**src/rtl/adc_spi_responder.sv**
```systemverilog
// rtl/adc_spi_responder.sv - SPI front-end answering the ADC auto-updater go/valid handshake
//
// Purpose: on a rising edge of adc_go while idle, runs one mode-0 SPI frame on the external
// 10-bit serial ADC for the requested channel. The result comes back on adc_in with a
// one-cycle adc_valid pulse.
//
// Ports:
//   clk3p2M    in   1   system clock
//   reset_n    in   1   asynchronous active-low reset
//   adc_go     in   1   conversion request, rising edge starts a frame
//   adc_chan   in   4   channel, captured when the frame starts
//   adc_in     out  10  last conversion result, changes only with adc_valid
//   adc_valid  out  1   one-cycle pulse, adc_in updated this cycle
//   adc_busy   out  1   frame in progress, through the adc_valid cycle
//   adc_cs_n   out  1   ADC chip select, active low
//   adc_sclk   out  1   SPI clock, idles low
//   adc_mosi   out  1   command bits to the ADC
//   adc_miso   in   1   result bits from the ADC
module adc_spi_responder #(
    parameter int SCLK_DIV    = 1,
    parameter int FRAME_BITS  = 16,
    parameter int DATA_FIRST  = 6,
    parameter int CS_HIGH_CYC = 2
) (
    input  logic       clk3p2M,
    input  logic       reset_n,
    input  logic       adc_go,
    input  logic [3:0] adc_chan,
    output logic [9:0] adc_in,
    output logic       adc_valid,
    output logic       adc_busy,
    output logic       adc_cs_n,
    output logic       adc_sclk,
    output logic       adc_mosi,
    input  logic       adc_miso
);
    localparam int HW = $clog2(SCLK_DIV) + 1;
    localparam int BW = $clog2(FRAME_BITS) + 1;
    localparam int CW = $clog2(CS_HIGH_CYC) + 1;

    localparam logic [HW-1:0] H_LAST  = HW'(SCLK_DIV - 1);
    localparam logic [BW-1:0] B_LAST  = BW'(FRAME_BITS - 1);
    localparam logic [CW-1:0] C_LAST  = CW'(CS_HIGH_CYC - 1);
    localparam logic [BW-1:0] D_FIRST = BW'(DATA_FIRST);
    localparam logic [BW-1:0] D_LAST  = BW'(DATA_FIRST + 9);

    typedef enum logic [2:0] {
        IDLE     = 3'd0,
        CS_SETUP = 3'd1,
        SHIFT    = 3'd2,
        CS_HOLD  = 3'd3,
        DONE     = 3'd4
    } state_t;

    state_t        state;
    state_t        state_nx;
    logic          go_d;
    logic [HW-1:0] hcnt;
    logic [BW-1:0] bit_cnt;
    logic [CW-1:0] hold_cnt;
    logic          sclk_hi;
    logic [15:0]   cmd_sreg;
    logic [9:0]    sreg;

    logic start;
    logic half_end;
    logic in_window;

    assign start     = adc_go & ~go_d & (state == IDLE);
    assign half_end  = (hcnt == H_LAST);
    assign in_window = (bit_cnt >= D_FIRST) && (bit_cnt <= D_LAST);

    // State register
    always_ff @(posedge clk3p2M or negedge reset_n) begin
        if (!reset_n) begin
            state <= IDLE;
        end else begin
            state <= state_nx;
        end
    end

    // Next-state logic
    always_comb begin
        state_nx = state;
        case (state)
            IDLE:     if (start) state_nx = CS_SETUP;
            CS_SETUP: if (half_end) state_nx = SHIFT;
            SHIFT:    if (half_end && sclk_hi && (bit_cnt == B_LAST)) state_nx = CS_HOLD;
            CS_HOLD:  if (hold_cnt == C_LAST) state_nx = DONE;
            DONE:     state_nx = IDLE;
            default:  state_nx = IDLE;
        endcase
    end

    // Datapath: counters, command/result shift registers, result register
    always_ff @(posedge clk3p2M or negedge reset_n) begin
        if (!reset_n) begin
            // go_d resets high so a go level already present at reset release is not an edge
            go_d     <= 1'b1;
            hcnt     <= '0;
            bit_cnt  <= '0;
            hold_cnt <= '0;
            sclk_hi  <= 1'b0;
            cmd_sreg <= '0;
            sreg     <= '0;
            adc_in   <= '0;
        end else begin
            go_d <= adc_go;
            case (state)
                IDLE: begin
                    if (start) begin
                        cmd_sreg <= {2'b11, adc_chan, 10'b0};
                        hcnt     <= '0;
                        bit_cnt  <= '0;
                        hold_cnt <= '0;
                        sclk_hi  <= 1'b0;
                        sreg     <= '0;
                    end
                end
                CS_SETUP: begin
                    hcnt <= half_end ? '0 : hcnt + 1'b1;
                end
                SHIFT: begin
                    if (half_end) begin
                        hcnt    <= '0;
                        sclk_hi <= ~sclk_hi;
                        if (!sclk_hi) begin
                            // sclk about to rise: sample MISO if inside the result window
                            if (in_window) sreg <= {sreg[8:0], adc_miso};
                        end else begin
                            // sclk about to fall: advance to the next command bit
                            bit_cnt  <= bit_cnt + 1'b1;
                            cmd_sreg <= {cmd_sreg[14:0], 1'b0};
                        end
                    end else begin
                        hcnt <= hcnt + 1'b1;
                    end
                end
                CS_HOLD: begin
                    hold_cnt <= hold_cnt + 1'b1;
                    // loaded on entry to DONE so adc_in is new during the valid cycle
                    if (hold_cnt == C_LAST) adc_in <= sreg;
                end
                default: ;
            endcase
        end
    end

    // Output decode
    always_comb begin
        adc_cs_n  = 1'b1;
        adc_sclk  = 1'b0;
        adc_mosi  = 1'b0;
        adc_valid = 1'b0;
        adc_busy  = 1'b1;
        case (state)
            IDLE:     adc_busy = 1'b0;
            CS_SETUP: begin
                adc_cs_n = 1'b0;
                adc_mosi = cmd_sreg[15];
            end
            SHIFT: begin
                adc_cs_n = 1'b0;
                adc_sclk = sclk_hi;
                adc_mosi = cmd_sreg[15];
            end
            CS_HOLD:  ;
            DONE:     adc_valid = 1'b1;
            default:  adc_busy = 1'b0;
        endcase
    end
endmodule

```
**config.mk**
```make
export PLATFORM = sky130hd
export DESIGN_NAME = adc_spi_responder
export DESIGN_NICKNAME = d
export VERILOG_FILES = /design/src/rtl/adc_spi_responder.sv
export SDC_FILE = /design/constraint.sdc
export NUM_CORES = 1
export LEC_CHECK = 0
export CAP_MARGIN = 20
export CELL_PAD_IN_SITES_DETAIL_PLACEMENT = 0
export CELL_PAD_IN_SITES_GLOBAL_PLACEMENT = 2
export CORE_AREA = 2 2 66 81
export DETAILED_ROUTE_END_ITERATION = 6
export DIE_AREA = 0 0 68 83
export PLACE_DENSITY_LB_ADDON = 0.1
export SYNTH_ARGS = -nofsm -noshare
export SYNTH_HDL_FRONTEND = slang
export SYNTH_SLANG_ARGS = --single-unit
```
**constraint.sdc**
```tcl
create_clock -name clk3p2M -period 2.22 [get_ports clk3p2M]
set_clock_uncertainty 0.15 [all_clocks]
set_input_delay 0.444 -clock clk3p2M [delete_from_list [all_inputs] [get_ports clk3p2M]]
set_output_delay 0.444 -clock clk3p2M [all_outputs]
set_load 0.01 [all_outputs]
```
### Yosys cells after proc, flatten, opt, wreduce, memory -nomap -nowiden

Cells that the tools add are included.

| word-level totals | value |
|---|---|
| register bits after elaboration | 49 |
| input port bits | 8 |
| output and inout bits | 15 |
| logic and storage cells | 79 |

| cells by class | value |
|---|---|
| add/sub/neg operators | 3 |
| $lt $le $gt $ge | 2 |
| equal/unequal tests | 14 |
| multiplexer cells | 30 |
| bitwise logic cells | 5 |
| reduce and logical (&&, ||, !) cells | 16 |

Operators with widths:

| kind | count |
|---|---|
| 16-bit 2-to-1 mux | 3 |
| 10-bit 2-to-1 mux | 4 |
| 16-bit case mux with 2 select lines | 1 |
| 10-bit case mux with 2 select lines | 1 |
| 2-bit != test, second input constant | 8 |
| 5-bit 2-to-1 mux | 3 |
| 3-bit 2-to-1 mux | 4 |
| 3-bit case mux with 4 select lines | 1 |
| 5-bit case mux with 2 select lines | 1 |
| 1-bit 2-to-1 mux | 8 |
| 4-bit AND reduction | 2 |
| 3-bit by 2-bit == test with 1-bit output, second input constant | 2 |
| 2-bit AND reduction | 3 |
| 2-bit nonzero test | 3 |
| 5-bit by 1-bit adder with 5-bit output, second input constant | 1 |
| 5-bit by 4-bit == test with 1-bit output, second input constant | 1 |
| 5-bit by 3-bit greater-or-equal comparator with 1-bit output, second input constant | 1 |
| 5-bit by 4-bit less-or-equal comparator with 1-bit output, second input constant | 1 |
| 5-bit AND reduction | 1 |
| 1-bit case mux with 2 select lines | 2 |
| 2-bit case mux with 2 select lines | 1 |
| 4-bit OR reduction | 1 |
| 3-bit by 1-bit == test with 1-bit output, second input constant | 1 |
| 3-bit == test, second input constant | 1 |
| 10 further kinds | 15 |

### Depth between registers and ports, before layout

| logic depth | value |
|---|---|
| depth after elaboration | 6 |
| gate-level depth with buffers | 7 |
| gate-level depth less buffers | 6 |

### Least setup slack after synthesis

Ideal clock, no wire load.

| timing path | value |
|---|---|
| path type | register -> register |
| start | register bit_cnt[1] |
| end | register sreg[0] |
| setup time | 0.121 ns |
| data arrival time | 1.516 ns |
| path slack | 0.433 ns |
| stages on the path, launching flop included | 8 |
| cells stage by stage | dfrtp_1 > ha_1 > and3_1 > ha_1 > o32ai_2 > a31o_2 > buf_6 > a22o_1 |

| on the way | value |
|---|---|
| longest elaborated chain between the ends | 4 |

Ends and longest elaborated chain:

| element | line | source |
|---|---|---|
| from (decl) | 59 | `logic [BW-1:0] bit_cnt;` |
| from (signal assigned) | 132 | `bit_cnt <= bit_cnt + 1'b1;` |
| 5-bit by 3-bit greater-or-equal comparator with 1-bit output / 5-bit by 4-bit less-or-equal comparator with 1-bit output (equally long branches) | 71 | `assign in_window = (bit_cnt >= D_FIRST) && (bit_cnt <= D_LAST);` |
| 1-bit logical AND * | 71 |  |
| 2-bit != test (no line) * | - |  |
| 5-bit AND reduction (no line) * | - |  |
| to (signal assigned) | 129 | `if (in_window) sreg <= {sreg[8:0], adc_miso};` |
| to (decl) | 63 | `logic [9:0] sreg;` |

Mark *: on every way between the ends. The rest lies on a longest branch, timed or not.
A chain may end at the register's enable or synchronous reset.

### Final worst setup path

| timing path | value |
|---|---|
| start | register state[1] |
| end | output adc_cs_n |

| on the way | value |
|---|---|
| longest elaborated chain between the ends | 3 |

Ends and longest elaborated chain:

| element | line | source |
|---|---|---|
| from (decl) | 55 | `state_t state;` |
| from (signal assigned) | 78 | `state <= state_nx;` |
| 3-bit by 2-bit == test with 1-bit output / 3-bit by 1-bit == test with 1-bit output (equally long branches) | 156 | `case (state)` |
| 2-bit OR reduction (no line) * | - |  |
| 1-bit 2-to-1 mux * | 156 |  |
| to (decl) | 32 | `output logic adc_cs_n,` |

Marked as above.

==> results.yml <==
routing:
  drtAntennaViolNets: 0
  wl_um: 3210
  first_pass_iters: 4
  dr_total_vias: 1140
  drt_iter0_drc: 63
  avgRoutedWirePerCell_um: 14.1
  post-route-drc-count: 0
  via_per_inst: 5.00
place:
  gp_congestion: 0.692
  dpl-instance-area_sq_um: 1990
  port_buffers: 22
  hpwlAfterDp_um: 2300
  pre_cts_ws_ps: 48.1
logic_synthesis:
  yosys_register_bits: 38
  syn_inst: 135
  synth_top_family_by_area: "compound AO/OA/AOI/OAI gates"
  yosys.cell_types.count: 39
  synth_compound_area_share_pct: 14.1
  synth_edf_count: 0
  synthMuxAreaShare_pct: 8.45
  ys_seq_area_share_pct: 56.4
  yosys_warnings: 0
  synthXorXnorAreaFrac_pct: 2.08
  synthSimpleGateAreaFrac_pct: 11.9
  synthAdderAreaFrac_pct: 2.97
  synth_flop_cell: "dfrtp_1"
  ys_async_sr_fraction_pct: 100
  synth_area_per_cell_sq_um: 12.5
  syn_nets: 147
  netlist_area_sq_um: 1690
critical_path:
  reg2reg_slack_ps: 220
  cp_cell_sequence: "xor2_1, nand2b_1, clkdlybuf4s50_1"
  critPathMaxStageDelay_ps: 540
  crit_slowest_cell: "clkdlybuf4s50_1"
  startpoint: "state[1]$_DFFE_PN0P_"
  end_kind: "output pin"
  r2r_start: "bit_cnt[1]$_DFFE_PN0P_"
  path_max_fanout: 6
  critPathLaunchType: "register"
  arrival_ps: 1540
  crit_type: "reg2out"
  cp.required_ps: 1630
  reg2reg_depth: 6
global_route:
  grt_overflow: 0
  grt_max_degree: 39
  grt_pass1_vias: 1176
  grt_use_total_pct: 13.5
  antenna_found_initial: 0
  grt_pass1_wl_um: 5780
final_layout:
  drive_gt1_share_pct: 26.8
  design_area_sq_um: 2110
  final_core_util_pct: 43.6
  diodes: 0
  fin_nets: 179
  synthToLayoutAreaGrowth_pct: 24.9
clock_tree:
  cts_tree: "built"
  numCtsBuffers: 5
  cts.sinks: 38
  clkLatencyLatePin_ps: 290
  htreeDepth: 2
  cts_buffer_depth: 2
  root_buffer: "clkbuf_8"
  clk_pin_slew_ps: 80
  postCtsHoldBufs: 0
floorplan:
  die_y_um: 83
  ios: 23
  die-area_sq_um: 5640
  rows: 28
  coreArea_sq_um: 4830
  initial_core_util_pct: 34.9
  die_x_um: 68
timing:
  post-route-period-util_pct: 96.3
  hold_violations: 0
  setup-tns-final_ps: 0
  tightest_slew_ps: 477
  layout_setup_ws_ps: 81.2
  slew_viol_final: 0
  finalSetupViolCount: 0
  slew_headroom_pct: 68.2
  rsz0062_at_grt: "false"
  max_freq_mhz: 468
  fin_crit_ps: 2140
power_and_ir_drop:
  p_per_area_nw_per_um2: 1340
  power_leakage_nw: 0.977
  irDropWorstVdd_v: 0.000448
run:
  drv_cap: 0
status:
  status: "finished, final reports clean"
hold_path:
  hold_path_class: "in2async"
## layout by cell type (no fill, tap or decap), drive strengths merged, types with 2 or more instances in the layout
master and instances:
mux2 10, dfrtp 37, dlygate4sd2 2, buf 9
and3 2, a22o 10, ha 4, o22a 3
nor3 3, o21ai 5, xor2 3, nand2b 2
nand3 5, inv 7, o22ai 2, mux2i 3
nor2 9, a21oi 3, clkbuf 7, clkdlybuf4s50 18
nand2 8
## cell usage after synthesis, drive strengths merged (2+ instances only)
cell	count	share of area, %
a21oi	3	1.6
a22o	10	5.2
and3	2	0.82
buf	5	2.6
dfrtp	37	55
ha	4	3.0
inv	7	1.6
mux2	10	6.7
mux2i	3	1.8
nand2	8	1.9
nand2b	2	0.74
nand3	5	1.5
nor2	9	2.4
nor3	3	1.6
o21ai	5	1.5
o22a	3	1.6
o22ai	2	0.74
xor2	3	1.6
## final cells by class
class,count,area [sq um]
Fill cell,459,2730
Sequential cell,38,955
Multi-Input combinational cell,85,673
Timing Repair Buffer,30,288
Clock buffer,7,86.3
Tap cell,60,75.1
Inverter,7,26.3
Clock inverter,1,5.00
## worst paths after layout
path / end
worst max-delay path: adc_cs_n
worst min-delay path: bit_cnt[0]$_DFFE_PN0P_
worst max register to register: sreg[2]$_DFFE_PN0P_
worst min register to register: hold_cnt[0]$_DFFE_PN0P_
max in group asynchronous: state[1]$_DFFE_PN0P_
min in group clk3p2M: hold_cnt[0]$_DFFE_PN0P_
## stage by stage
step / cells / total power [mW] / hold WS, ps
2_1_floorplan: 135 / 1.93 / -1.59
3_3_place_gp: 218 / 2.31 / 332
3_5_place_dp: 218 / 2.36 / 339
4_1_cts: 228 / 2.88 / 63.8
5_1_grt: 228 / 3.07 / 75.5
6_report: 228 / 2.83 / 40.3
## layer usage
metal,global-route usage [%],vias up,routed length [um]
li1,-,543,-
met1,18.0,570,1410
met2,20.7,21,1590
met3,3.79,6,147
met4,4.91,0,63
met5,0,-,0
## sequential cells by signal, indices dropped and copies added, names as in the netlist
| register | flops |
|---|---|
| go_d | 1 |
| state | 3 |
| bit_cnt | 5 |
| hold_cnt | 2 |
| sclk_hi | 1 |
| adc_in | 10 |
| sreg | 10 |
| cmd_sreg | 6 |
## power by group
group          switching [mW]  total [mW]  internal (mW)
sequential              0.187        1.10          0.911
combinational           0.625        1.25          0.624
clock                   0.237       0.487          0.251
total                    1.05        2.83           1.78
## logic make-up after synthesis
logic type | after synthesis
flip-flops | 38
AND/OR/NAND/NOR | 35
AO/OA/AOI/OAI | 29
buffers and inverters | 12
multiplexers | 13
adder cells (fa/ha/maj) | 4
XOR/XNOR | 4
## critical path: cells and delay by family, from the launching register on
kind                   cells  cell delay [ps]
buffers and inverters      1              540
flip-flops                 1              470
XOR/XNOR                   1              160
AND/OR/NAND/NOR            1              100
## what timing repair did
action                                  in CTS  in global routing
resized for setup                            5                  3
pin swaps                                    1                  0
endpoints found under the setup margin       5                  3
setup buffers                                2                  0
No activity file was read; power rests on OpenSTA's default activity.
